`config.mk`:
```
export PLATFORM = sky130hd
export DESIGN_NAME = seg7_scan_reader
export DESIGN_NICKNAME = d
export VERILOG_FILES = /design/src/rtl/seg7_scan_reader.sv
export SDC_FILE = /design/constraint.sdc
export NUM_CORES = 1
export LEC_CHECK = 0
export BUFFER_PORTS_ARGS = -buffer_cell sky130_fd_sc_hd__buf_4
export CAP_MARGIN = 20
export CELL_PAD_IN_SITES_DETAIL_PLACEMENT = 0
export CELL_PAD_IN_SITES_GLOBAL_PLACEMENT = 1
export CORE_AREA = 2 2 89 91
export CTS_CLUSTER_DIAMETER = 50
export DETAILED_ROUTE_END_ITERATION = 8
export DIE_AREA = 0 0 91 93
export PLACE_DENSITY = 0.69
export SLEW_MARGIN = 20
export SYNTH_ARGS = -nofsm -noshare
export SYNTH_HDL_FRONTEND = slang
export SYNTH_SLANG_ARGS = --single-unit
```
`constraint.sdc`:
```
create_clock -name clk -period 2.08 [get_ports clk]
set_input_delay 0.416 -clock clk [delete_from_list [all_inputs] [get_ports clk]]
set_output_delay 0.416 -clock clk [all_outputs]
set_load 0.02 [all_outputs]
```
`src/rtl/seg7_scan_reader.sv`:
```
// Recovers BCD digits from a time-multiplexed 7-segment bus (segments a..g + per-digit enables).
// Define SEG_ACTIVE_LOW_EN for common-anode (active-low) Segmentos/Anodos; outputs stay active-high.
module seg7_scan_reader #(
  parameter int N_DIG         = 4,
  parameter int STABLE_CYCLES = 3
) (
  input  logic                 clk,
  input  logic                 rst_n,
  input  logic [6:0]           Segmentos,
  input  logic [N_DIG-1:0]     Anodos,
  output logic [4*N_DIG-1:0]   Digitos,
  output logic [N_DIG-1:0]     Blanco,
  output logic [N_DIG-1:0]     Invalido,
  output logic                 Trama,
  output logic                 Error
);

  localparam int              CNT_W    = $clog2(STABLE_CYCLES + 1);
  localparam logic [CNT_W-1:0] CNT_ONE  = CNT_W'(1);
  localparam logic [CNT_W-1:0] CNT_MAX  = CNT_W'(STABLE_CYCLES);
  localparam logic [CNT_W-1:0] CNT_LAST = CNT_W'(STABLE_CYCLES - 1);

  typedef enum logic [1:0] {IDLE, COUNT, HELD} state_t;

  // Returns {blank, invalid, bcd[3:0]} for a sampled a..g pattern.
  function automatic logic [5:0] seg_decode(input logic [6:0] s);
    case (s)
      7'b1111110: seg_decode = 6'b00_0000;
      7'b0110000: seg_decode = 6'b00_0001;
      7'b1101101: seg_decode = 6'b00_0010;
      7'b1111001: seg_decode = 6'b00_0011;
      7'b0110011: seg_decode = 6'b00_0100;
      7'b1011011: seg_decode = 6'b00_0101;
      7'b1011111: seg_decode = 6'b00_0110;
      7'b1110000: seg_decode = 6'b00_0111;
      7'b1111111: seg_decode = 6'b00_1000;
      7'b1110011: seg_decode = 6'b00_1001;
      7'b0000000: seg_decode = 6'b10_1111;
      default:    seg_decode = 6'b01_1111;
    endcase
  endfunction

  function automatic logic is_onehot(input logic [N_DIG-1:0] a);
    is_onehot = (a != '0) && ((a & (a - 1'b1)) == '0);
  endfunction

  function automatic logic is_multihot(input logic [N_DIG-1:0] a);
    is_multihot = (a & (a - 1'b1)) != '0;
  endfunction

  // Stage p0: single input register, polarity normalised here.
  logic [6:0]       seg_p0;
  logic [N_DIG-1:0] an_p0;

  always_ff @(posedge clk or negedge rst_n) begin
    if (!rst_n) begin
      seg_p0 <= '0;
      an_p0  <= '0;
    end else begin
`ifdef SEG_ACTIVE_LOW_EN
      seg_p0 <= ~Segmentos;
      an_p0  <= ~Anodos;
`else
      seg_p0 <= Segmentos;
      an_p0  <= Anodos;
`endif
    end
  end

  state_t           state;
  logic [N_DIG-1:0] cand_an;
  logic [6:0]       cand_seg;
  logic [CNT_W-1:0] cnt;
  logic [N_DIG-1:0] mask;

  logic       vld_p0;
  logic       multi_p0;
  logic       same_p0;
  logic       load_p0;
  logic       cap_p0;
  logic       done_p0;
  logic [5:0] dec_p0;

  assign vld_p0   = is_onehot(an_p0);
  assign multi_p0 = is_multihot(an_p0);
  assign same_p0  = (an_p0 == cand_an) && (seg_p0 == cand_seg);
  assign load_p0  = vld_p0 && ((state == IDLE) || !same_p0);
  // Capturing always uses the live sample: on a hold it equals the candidate.
  assign cap_p0   = (load_p0 && (STABLE_CYCLES == 1)) ||
                    ((state == COUNT) && same_p0 && (cnt == CNT_LAST));
  assign done_p0  = ((mask | an_p0) == '1) && ((mask & an_p0) == '0);
  assign dec_p0   = seg_decode(seg_p0);

  // Stage p1: tracking FSM and registered outputs.
  always_ff @(posedge clk or negedge rst_n) begin
    if (!rst_n) begin
      state    <= IDLE;
      cand_an  <= '0;
      cand_seg <= '0;
      cnt      <= '0;
      mask     <= '0;
      Digitos  <= '1;
      Blanco   <= '1;
      Invalido <= '0;
      Trama    <= 1'b0;
      Error    <= 1'b0;
    end else begin
      Trama <= 1'b0;
      Error <= multi_p0;
      if (cap_p0) begin
        for (int i = 0; i < N_DIG; i++) begin
          if (an_p0[i]) begin
            Digitos[4*i +: 4] <= dec_p0[3:0];
            Blanco[i]         <= dec_p0[5];
            Invalido[i]       <= dec_p0[4];
          end
        end
        if (done_p0) begin
          Trama <= 1'b1;
          mask  <= '0;
        end else begin
          mask <= mask | an_p0;
        end
      end
      if (load_p0) begin
        cand_an  <= an_p0;
        cand_seg <= seg_p0;
        cnt      <= CNT_ONE;
        state    <= (STABLE_CYCLES == 1) ? HELD : COUNT;
      end else if (state != IDLE) begin
        if (!same_p0) begin
          state <= IDLE;
          cnt   <= '0;
        end else if (cnt != CNT_MAX) begin
          cnt <= cnt + CNT_ONE;
          if (cnt == CNT_LAST) state <= HELD;
        end
      end
    end
  end

endmodule

```
==> key figures, run 1 <==
Layout
  • Multi-input logic area: 1170 um2
  • Inserted Diodes: 0
  • Fillers: 759
  • Layout cells sized above 1: 0.374
  • Final Core Density: 0.437
  • Area growth syn-to-layout: 20.7%
  • Cell area after layout: around 3300 um2
  • Non-filler instance count after layout: between 300 and 400
  • Final net count: slightly above 300
  • Reg area: around 1400 um2

Synthesis
  • Synth Register Bits: 56
  • Mean Syn Cell Area: about 11 um2
  • Post-Synthesis Cells: between 200 and 250
  • Mapped Area: between 2000 and 3000 um2
  • Post-synth EDFFs: 0
  • Synth cell types: 46
  • Seq/Total Area, Yosys: 0.524
  • Top_reg_cell synth: dfrtp_1
  • Yosys warns: 0
  • Syn_nets: 261
  • FFs w/ async S/R, synth: 1.00

Timing
  • Slew headroom: 0.529
  • FMAX: 0.512 GHz
  • Worst Max-Slew Pin Slew: 0.706 ns
  • Final setup viols: 0
  • Final setup margin: 0.125 ns
  • Period minus WS final: roughly 2.0 ns
  • Fin crit share: 0.940
  • Final Slew Violations: 0
  • Fin. Hold Viols: 0
  • Final setup skew: 0.0138 ns

Power and ir drop
  • Worst vdd ir: around 0.32 mV
  • Logic pwr share: 0.153
  • Reg power frac: 0.559
  • Cell leakage power: approximately 1.4 nW
  • Switching share of power: 0.262
  • Power Density: roughly 660 nW/um2
  • Psw: 565 uW
  • Clk pwr share: 0.289
  • Cell internal pwr: approximately 1.6 mW

Drt
  • Total Wirelength: just under 6000 um
  • Met2 WL: around 2800 um
  • Vias: slightly below 2000
  • Met1 WL: 2810 um
  • Antenna-violating nets left: 0
  • DRC: 0
  • DR vias/cell: about 4.9
  • First DRT Iteration DRCs: around 110
  • Routed WL per cell: 14.6 um
  • Drt pass-1 iters: 4
  • WL met3: slightly above 200 um
  • Top Layer Used: met4

Place
  • Detailed placement HPWL: about 4200 um
  • Placed inst area: between 3000 and 4000 um2
  • Dpl ws: 0.0248 ns
  • Placer Congestion: approximately 0.81
  • Placed cell count: 389
  • I/O Buffers: 38

Clock tree
  • Clock Path Buffers: 2
  • Clock Tree Root: clkbuf_8
  • Clk_lat worst skew: between 0.3 and 0.4 ns
  • CTS tree: built
  • Num CTS Buffers: 5
  • H-Tree Depth: 2
  • Clock slew at reported path FFs: about 0.10 ns
  • Hold buffers post-CTS: 0
  • CTS sink cnt: 56

Min path
  • Hold crit path type: in -> async

Critical path
  • Setup CP Type: reg -> reg
  • CP startpoint kind: flop
  • Critical Path Fanout Max: 9
  • Worst EP required: about 2.3 ns
  • WP data arrival: approximately 2.1 ns
  • Worst setup EP type: flop

Global routing
  • Vias in the first global route: 1920
  • Initial antenna violation count: 0
  • GRT overflow: 0
  • GRT Total Usage: 0.141
  • Global-route wire length before repair: 9560 um
  • Pin count of the biggest net entering global routing: 57

Floorplan
  • Cell Rows: 32
  • Initial Utilization: 0.362
  • Core area: between 7000 and 8000 um2
  • Die X: ~90 um
  • Die Area: 8460 um2
  • Num ports: 39
  • Die height: 93 um

Outcome
  • Status: complete, no violations

Job
  • # Max-Cap Violations: 0
## cells in the mapped netlist, types with 3 or more instances
library cell  number  area share
dfrtp_1           36        0.33
a21oi_1           32       0.059
nand2_1           23       0.032
dfstp_2           20        0.19
o21ai_0           19       0.035
xnor2_1           18       0.058
nand4_1            8       0.018
inv_1              7      0.0097
mux2_4             7       0.039
nor2_1             7      0.0097
buf_4              6       0.017
buf_6              6       0.025
and4_1             5       0.016
nor3_1             5      0.0092
and3_1             4      0.0092
nor4_1             4      0.0092
or3_1              3      0.0069
## worst paths after layout
kind / to / cells past startpoint / slack [ns] / from
setup / recovery: cand_seg[3] / 5 / 0.13 / seg_p0[0]
hold / removal: an_p0[2] / 1 / 0.16 / rst_n
setup reg to reg: cand_seg[3] / 5 / 0.13 / seg_p0[0]
hold reg to reg: Digitos[6] / 2 / 0.48 / Digitos[6]
max in group asynchronous: seg_p0[1] / 1 / 1.42 / rst_n
min in group clk: an_p0[2] / 1 / 0.21 / Anodos[2]
## cells in the final DEF (no fill, tap or decap), types with 7 or more instances in the layout
cell,count
nand2_1,23
xnor2_1,14
mux2_4,7
buf_4,56
dfstp_2,20
dfrtp_1,35
o21ai_0,19
inv_1,7
nor2_1,7
a21oi_1,32
nand4_1,8
## metrics by stage
step | setup TNS [ns] | power (mW) | hold slack, ns
after global routing | -0.00649 | 2.28 | 0.187
after floorplan | 0 | 1.45 | 0.120
after global placement | 0 | 1.53 | 0.463
after CTS | 0 | 2.15 | 0.177
after detailed placement | 0 | 1.53 | 0.473
final | 0 | 2.15 | 0.155
## power by group through the flow
stage,Clock (mW),Combinational [mW],Sequential (mW)
after floorplan,0,0.243,1.20
after global placement,0,0.311,1.21
after detailed placement,0,0.313,1.22
after CTS,0.643,0.315,1.20
after global routing,0.697,0.366,1.21
final,0.622,0.329,1.20
## layer usage
layer / GRT usage / vias to the layer above
met5: 0 / -
met4: 0.0341 / 0
met3: 0.0274 / 5
met2: 0.223 / 34
met1: 0.199 / 924
li1: - / 978
## state kept, by name, summed over array words and instances, names as in the netlist, 4 cells and up
signal	cells
Blanco	4
Digitos	16
Invalido	4
an_p0	4
cand_an	4
cand_seg	7
mask	4
seg_p0	7
## worst max-delay path, stage by stage (launching register included)
cell,delay (ns)
dfrtp_1,0.51
xnor2_2,0.24
nand4_2,0.18
nor4_4,0.32
or2_4,0.24
mux2_2,0.34
## kinds of logic after synthesis
logic type | after synthesis | share of synthesized area
fa+ha+maj | 3 | 0.0129
flops | 56 | 0.524
simple gates | 75 | 0.163
compound gates | 61 | 0.127
buf+inv | 22 | 0.0616
xor+xnor | 19 | 0.0611
mux | 10 | 0.0506
## area by class of cell
class,count,area share
Tap cell,102,0.0388
Multi-Input combinational cell,169,0.356
Clock inverter,1,0.00228
Timing Repair Buffer,57,0.134
Inverter,7,0.00799
Clock buffer,7,0.0263
Sequential cell,56,0.434
## repair_timing
item	CTS	global route
setup endpoints to repair	0	19
resized for setup	0	6
buffers inserted	0	1
Note: power is estimated with default switching activity, not from simulation.
==> run 2, diff against run 1 <==
- PLACE_DENSITY: 0.69 -> 0.66
- clock period: 2.08 -> 2.1 ns (I/O delays scaled with it)
==> run 2 against run 1 <==
Combinational power is 5% lower. Sequential power hardly changed. Routed wire length decreased by 2.8%. Utilization down 0.28 points. Setup slack better by 0.020 ns. Via count is 1.2% higher. Non-clock buffer count increased by 1.
==> key figures, run 2 (same netlist as run 1, synthesis figures left out) <==
Global routing
  • Global-route wire length before repair: 9610 um (+0.58%)
  • Pin count of the biggest net entering global routing: 57 (unchanged)
  • Initial antenna violation count: 0 (unchanged)
  • Vias in the first global route: 1887 (-1.7%)
  • GRT Total Usage: 0.144 (+0.00321)
  • GRT overflow: 0 (unchanged)

Critical path
  • CP startpoint kind: flop
  • WP data arrival: 2.15 ns (about the same)
  • Worst R2R Setup Slack: 0.15 ns (+0.02 ns)
  • Worst EP required: 2.29 ns (+0.02 ns)
  • Setup CP Type: reg -> reg
  • Worst setup EP type: flop
  • Critical Path Fanout Max: 8 (-1)

Floorplan
  • Die Area: 8460 um2 (unchanged)
  • Die X: 91 um (unchanged)
  • Num ports: 39 (unchanged)
  • Die height: 93 um (unchanged)
  • Cell Rows: 32 (unchanged)
  • Core area: 7530 um2 (unchanged)
  • Initial Utilization: 0.362 (unchanged)

Layout
  • Reg area: 1430 um2 (about the same)
  • Reg with most FFs: Digitos
  • Cell area after layout: 3270 um2 (-0.65%)
  • Multi-input logic area: 1150 um2 (-1.9%)
  • Most frequent cells in the layout: 57 x buf_4, 36 x dfrtp_1, 32 x a21oi_1, 23 x nand2_1, 20 x dfstp_2
  • Max reg flops: 16 (unchanged)
  • Top flop regs: Digitos x16, cand_seg x7, seg_p0 x7
  • Most common cell after layout, fill and taps aside: buf_4
  • Inserted Diodes: 0 (unchanged)
  • Final net count: 312 (+0.32%)
  • Fillers: 765 (+0.79%)
  • Area growth syn-to-layout: 19.9%
  • Layout cells sized above 1: 0.362 (-0.0113)

Place
  • Placer Congestion: 0.784 (-3.6%)
  • Placed inst area: 3160 um2 (+0.48%)
  • Dpl ws: 0.0876 ns (+0.0628 ns)
  • I/O Buffers: 38 (unchanged)
  • Detailed placement HPWL: 4190 um (-0.31%)

Drt
  • Antenna-violating nets left: 0 (unchanged)
  • First DRT Iteration DRCs: 66 (-41%)
  • Routed WL per cell: 14.1 um (-3.1%)
  • Drt pass-1 iters: 4 (unchanged)
  • DR vias/cell: 4.91 (+0.98%)
  • Total Wirelength: 5650 um (-2.8%)
  • Vias: 1965 (+1.2%)
  • DRC: 0 (unchanged)

Clock tree
  • CTS tree: built
  • Clock Tree Root: clkbuf_8
  • H-Tree Depth: 2 (unchanged)
  • Setup Fix Bufs, Post-CTS: 0 (unchanged)
  • Clock slew at reported path FFs: 0.11 ns (about the same)
  • Post-CTS resize count: 0 (unchanged)
  • CTS sink cnt: 56 (unchanged)
  • Clock Path Buffers: 2 (unchanged)
  • Hold buffers post-CTS: 0 (unchanged)
  • Num CTS Buffers: 5 (unchanged)
  • Clk_lat worst skew: 0.31 ns (about the same)

Power and ir drop
  • Cell leakage power: 1.41 nW (-0.93%)
  • Worst vdd ir: 0.413 mV (+31%)
  • Total power: 2.10 mW (-2.8%)
  • Power Density: 642 nW/um2 (-2.1%)

Timing
  • Worst Max-Slew Pin Slew: 0.672 ns (-0.0339 ns)
  • Fin crit share: 0.931 (-0.00890)
  • FMAX: 0.512 GHz (about the same)
  • Min Hold Slack: 0.139 ns (-0.0164 ns)
  • Final setup viols: 0 (unchanged)
  • Slew headroom: 0.552 (+0.0226)
  • Final Slew Violations: 0 (unchanged)
  • Final setup margin: 0.145 ns (+0.0199 ns)
  • Final setup skew: 0.0160 ns (+0.00228 ns)
  • Period minus WS final: 1.95 ns (+0.000110 ns)
  • Fin. Hold Viols: 0 (unchanged)

Min path
  • Hold crit path type: in -> async

Job
  • # Max-Cap Violations: 0 (unchanged)

Outcome
  • Status: complete, no violations
-- run 2: final timing paths --
check / start / end / cells past startpoint
setup / recovery: seg_p0[2] / cand_seg[3] / 5
hold / removal: rst_n / mask[2] / 1
setup reg to reg: seg_p0[2] / cand_seg[3] / 5
hold reg to reg: Digitos[10] / Digitos[10] / 2
max in group asynchronous: rst_n / seg_p0[5] / 1
min in group clk: Anodos[0] / an_p0[0] / 1
-- run 2: routing by layer --
metal  GRT usage  routed length, um  up-vias
li1            -                  -      977
met1       0.200               2750      941
met2       0.227               2640       41
met3      0.0363                183        6
met4      0.0341                 76        0
met5           0                  0        -
-- run 2: critical path, cell delays in order (launching register included) --
cell and delay (ns):
dfrtp_1 0.49, xnor2_1 0.23, nand3_1 0.19, nor4_4 0.36, or2_4 0.24, mux2_2 0.34
-- run 2: layout make-up --
class	instances	area share
clock buffers	6	0.0222
repair buffers	58	0.137
clock inverters	2	0.00498
inverters	7	0.00805
multi-input cells	169	0.352
flip-flops and latches	56	0.437
well taps	102	0.0391
-- run 2: per-stage QoR --
step                instances  setup TNS (ns)  utilization
floorplan                 246               0            -
global placement          391               0        0.419
detailed placement        391               0        0.419
CTS                       399               0        0.431
global route              400        -0.00151        0.434
finish                    400               0        0.434
-- run 2: report_power, final --
| part | switching, mW | internal, mW | total (mW) |
|---|---|---|---|
| sequential | 0.0534 | 1.14 | 1.19 |
| clock | 0.355 | 0.238 | 0.593 |
| combinational | 0.152 | 0.159 | 0.311 |
==> run 3, diff against run 2 <==
- ABC_AREA: default -> 1
- BUFFER_PORTS_ARGS: -buffer_cell sky130_fd_sc_hd__buf_4 -> default
- CORE_AREA: 2 2 89 91 -> 2 2 87 89
- DIE_AREA: 0 0 91 93 -> 0 0 89 91
- DONT_BUFFER_PORTS: default -> 1
- PLACE_DENSITY: 0.66 -> 0.63
==> run 3 against run 2 <==
First-iteration DRC count grew 14%. Synthesized cell count grew 23%. Global-route usage grew 0.25 points. Sequential share of layout area up 6.7 points.
==> key figures, run 3 <==
Layout
  • Non-filler instance count after layout: 408 (+2.0%)
  • Final net count: 323 (+3.5%)
  • Top flop regs: Digitos x16, cand_seg x7, seg_p0 x7
  • Final Core Density: 0.396 (-0.0375)
  • Inserted Diodes: 0 (unchanged)
  • Max reg flops: 16 (unchanged)
  • Reg with most FFs: Digitos
  • Layout cells sized above 1: 0.155 (-0.207)
  • Cell area after layout: 2830 um2 (-13%)
  • Most frequent cells in the layout: 108 x nand2_1, 36 x dfrtp_1, 35 x inv_1, 20 x dfstp_2, 14 x nor2_1
  • Most common cell after layout, fill and taps aside: nand2_1
  • Area growth syn-to-layout: 9.02%

Min path
  • Hold wc startpoint: Segmentos[0]
  • WHS Path Cells: 0
  • Hold crit path type: in -> reg
  • Hold worst-path end: seg_p0[0]

Drt
  • Antenna-violating nets left: 0 (unchanged)
  • Met1 WL: 2420 um (-12%)
  • DRC: 0 (unchanged)
  • Drt pass-1 iters: 4 (unchanged)
  • Met2 WL: 2570 um (-2.7%)
  • DR vias/cell: 4.59 (-6.6%)
  • WL met3: 286 um (+56%)
  • Routed WL per cell: 13.1 um (-7.6%)
  • First DRT Iteration DRCs: 75 (+14%)
  • Top Layer Used: met4
  • Vias: 1873 (-4.7%)
  • Total Wirelength: 5330 um (-5.7%)

Place
  • Placed inst area: 2670 um2 (-15%)
  • Detailed placement HPWL: 3840 um (-8.4%)
  • Dpl ws: 0.00846 ns (-0.0791 ns)
  • Placed cell count: 398 (+1.8%)
  • Placer Congestion: 0.792 (+1.0%)
  • I/O Buffers: 0 (-100%)

Synthesis
  • Yosys warns: 0 (unchanged)
  • Synth cell types: 28 (-39%)
  • Syn_nets: 318 (+22%)
  • Mean Syn Cell Area: 8.56 um2 (-23%)
  • Top_reg_cell synth: dfrtp_1
  • Seq/Total Area, Yosys: 0.550 (+0.0258)
  • Mapped Area: 2590 um2 (-4.7%)
  • Post-synth EDFFs: 0 (unchanged)
  • Synth Register Bits: 56 (unchanged)
  • Post-synth top area cell: dfrtp_1
  • Area contributors post-synth: dfrtp_1 35%, dfstp_2 20%, nand2_1 16%
  • Synth cell count leaders: 108 x nand2_1, 36 x dfrtp_1, 35 x inv_1
  • Top-count cell post-synth: nand2_1
  • Post-Synthesis Cells: 303 (+23%)
  • FFs w/ async S/R, synth: 1.00 (unchanged)
  • Area share of the largest cell type after synthesis: 0.347 (+0.0163)

Timing
  • Min Hold Slack: 0.123 ns (-0.0155 ns)
  • Worst Max-Slew Pin Slew: 0.320 ns (-0.352 ns)
  • Fin crit share: 0.877 (-0.0544)
  • Slew headroom: 0.785 (+0.233)
  • Fin. Hold Viols: 0 (unchanged)
  • FMAX: 0.543 GHz (+6.2%)
  • Period minus WS final: 1.84 ns (-0.114 ns)
  • Final setup skew: 0.00846 ns (-0.00758 ns)
  • Final Slew Violations: 0 (unchanged)
  • Final setup margin: 0.259 ns (+0.114 ns)
  • Final setup viols: 0 (unchanged)

Critical path
  • Worst setup EP type: flop
  • Reg2reg end: cnt[0]
  • CP startpoint kind: flop
  • WP data arrival: 2.05 ns (-0.10 ns)
  • Worst R2R Setup Slack: 0.26 ns (+0.11 ns)
  • Setup CP Type: reg -> reg
  • Worst EP required: 2.31 ns (+0.02 ns)
  • Reg-to-reg startpoint: an_p0[1]
  • Critical Path Fanout Max: 24 (+16)
  • R2R depth: 12 (+7)

Clock tree
  • Clk_lat worst skew: 0.31 ns (about the same)
  • CTS tree: built
  • Clock Tree Root: clkbuf_8
  • H-Tree Depth: 2 (unchanged)
  • Clock slew at reported path FFs: 0.10 ns (about the same)
  • CTS sink cnt: 56 (unchanged)
  • Num CTS Buffers: 5 (unchanged)
  • Clock Path Buffers: 2 (unchanged)

Global routing
  • Pin count of the biggest net entering global routing: 57 (unchanged)
  • Global-route wire length before repair: 9230 um (-3.9%)
  • GRT Total Usage: 0.146 (+0.00248)
  • Vias in the first global route: 1903 (+0.85%)
  • Initial antenna violation count: 0 (unchanged)
  • GRT overflow: 0 (unchanged)

Floorplan
  • Cell Rows: 31 (-3.1%)
  • Die X: 89 um (-2.2%)
  • Num ports: 39 (unchanged)
  • Die Area: 8100 um2 (-4.3%)
  • Core area: 7140 um2 (-5.2%)
  • Initial Utilization: 0.364 (+0.00190)
  • Die height: 91 um (-2.2%)

Outcome
  • Status: complete, no violations

Power and ir drop
  • Worst vdd ir: 0.331 mV (-20%)
  • Cell leakage power: 1.39 nW (-1.4%)
  • Power Density: 726 nW/um2 (+13%)

Job
  • # Max-Cap Violations: 0 (unchanged)
==> run 3: changes by cell type in the layout (fill, tap and decap cells not counted), moves of 6 or more <==
cell / before / now
inv_1: 7 / 35
inv_2: 0 / 6
o21ai_1: 0 / 13
buf_4: 57 / 3
mux2_4: 7 / 0
xnor2_1: 17 / 5
o21ai_0: 19 / 10
nand3_1: 2 / 12
a21oi_1: 32 / 4
nand2_1: 23 / 108
nor2_1: 7 / 14
==> run 3: stage by stage <==
stage	setup TNS, ns	total power, mW
after floorplan	0	1.34
after global placement	0	1.38
after detailed placement	0	1.38
after CTS	0	2.10
after global routing	-0.00828	2.18
final	0	2.05
==> run 3: power by group <==
group          total (mW)  leakage [nW]  switching [mW]  internal (mW)
Combinational       0.207         0.676           0.134         0.0731
Sequential           1.18         0.659          0.0458           1.13
Clock               0.668        0.0565           0.356          0.312
Total                2.05          1.39           0.536           1.52
==> run 3: final cells by class <==
cell class	count	area, um2
inverter	41	154
clock inverter	2	17.5
tap	99	124
fill	757	4310
timing repair buffer	5	60.1
clock buffer	6	93.8
multi-input combinational	199	953
sequential	56	1430
==> run 3: worst max-delay path by stage <==
stage / start / end / cells after the start
after floorplan: an_p0[0] / Digitos[15] / 11
after global placement: an_p0[1] / Blanco[2] / 12
after detailed placement: an_p0[1] / Blanco[2] / 12
after CTS: an_p0[1] / Digitos[7] / 9
after global routing: an_p0[1] / Digitos[5] / 11
final: an_p0[1] / cnt[0] / 12
==> run 3: worst max-delay path, cell delays in order (launching register included) <==
cell and delay [ns]:
dfrtp_1 0.43, inv_2 0.10, nand2_1 0.06, nand2_1 0.05, nor2_1 0.15, nand2_1 0.09
nor2_2 0.13, and2_4 0.24, nand2_2 0.08, nand2_4 0.20, nand2_1 0.09, nand2_1 0.07
nand2_1 0.05
==> run 3: layer usage <==
metal  GRT usage  up-vias
li1            -      959
met1       0.187      871
met2       0.238       38
met3      0.0482        5
met4      0.0361        0
met5           0        -
==> run 3: cell families after synthesis <==
family / share of synthesized area
buffers and inverters: 0.0868
AND/OR/NAND/NOR: 0.260
AO/OA/AOI/OAI: 0.0771
XOR/XNOR: 0.0169
flip-flops: 0.550
adder cells (fa/ha/maj): 0.00964
==> run 3: timing repair <==
item	4_1_cts	5_1_grt
setup buffers	0	0
setup endpoints to repair	1	42
hold endpoints to repair	56	0
gates resized for setup	1	2
pin swaps	0	0
hold buffers	2	0
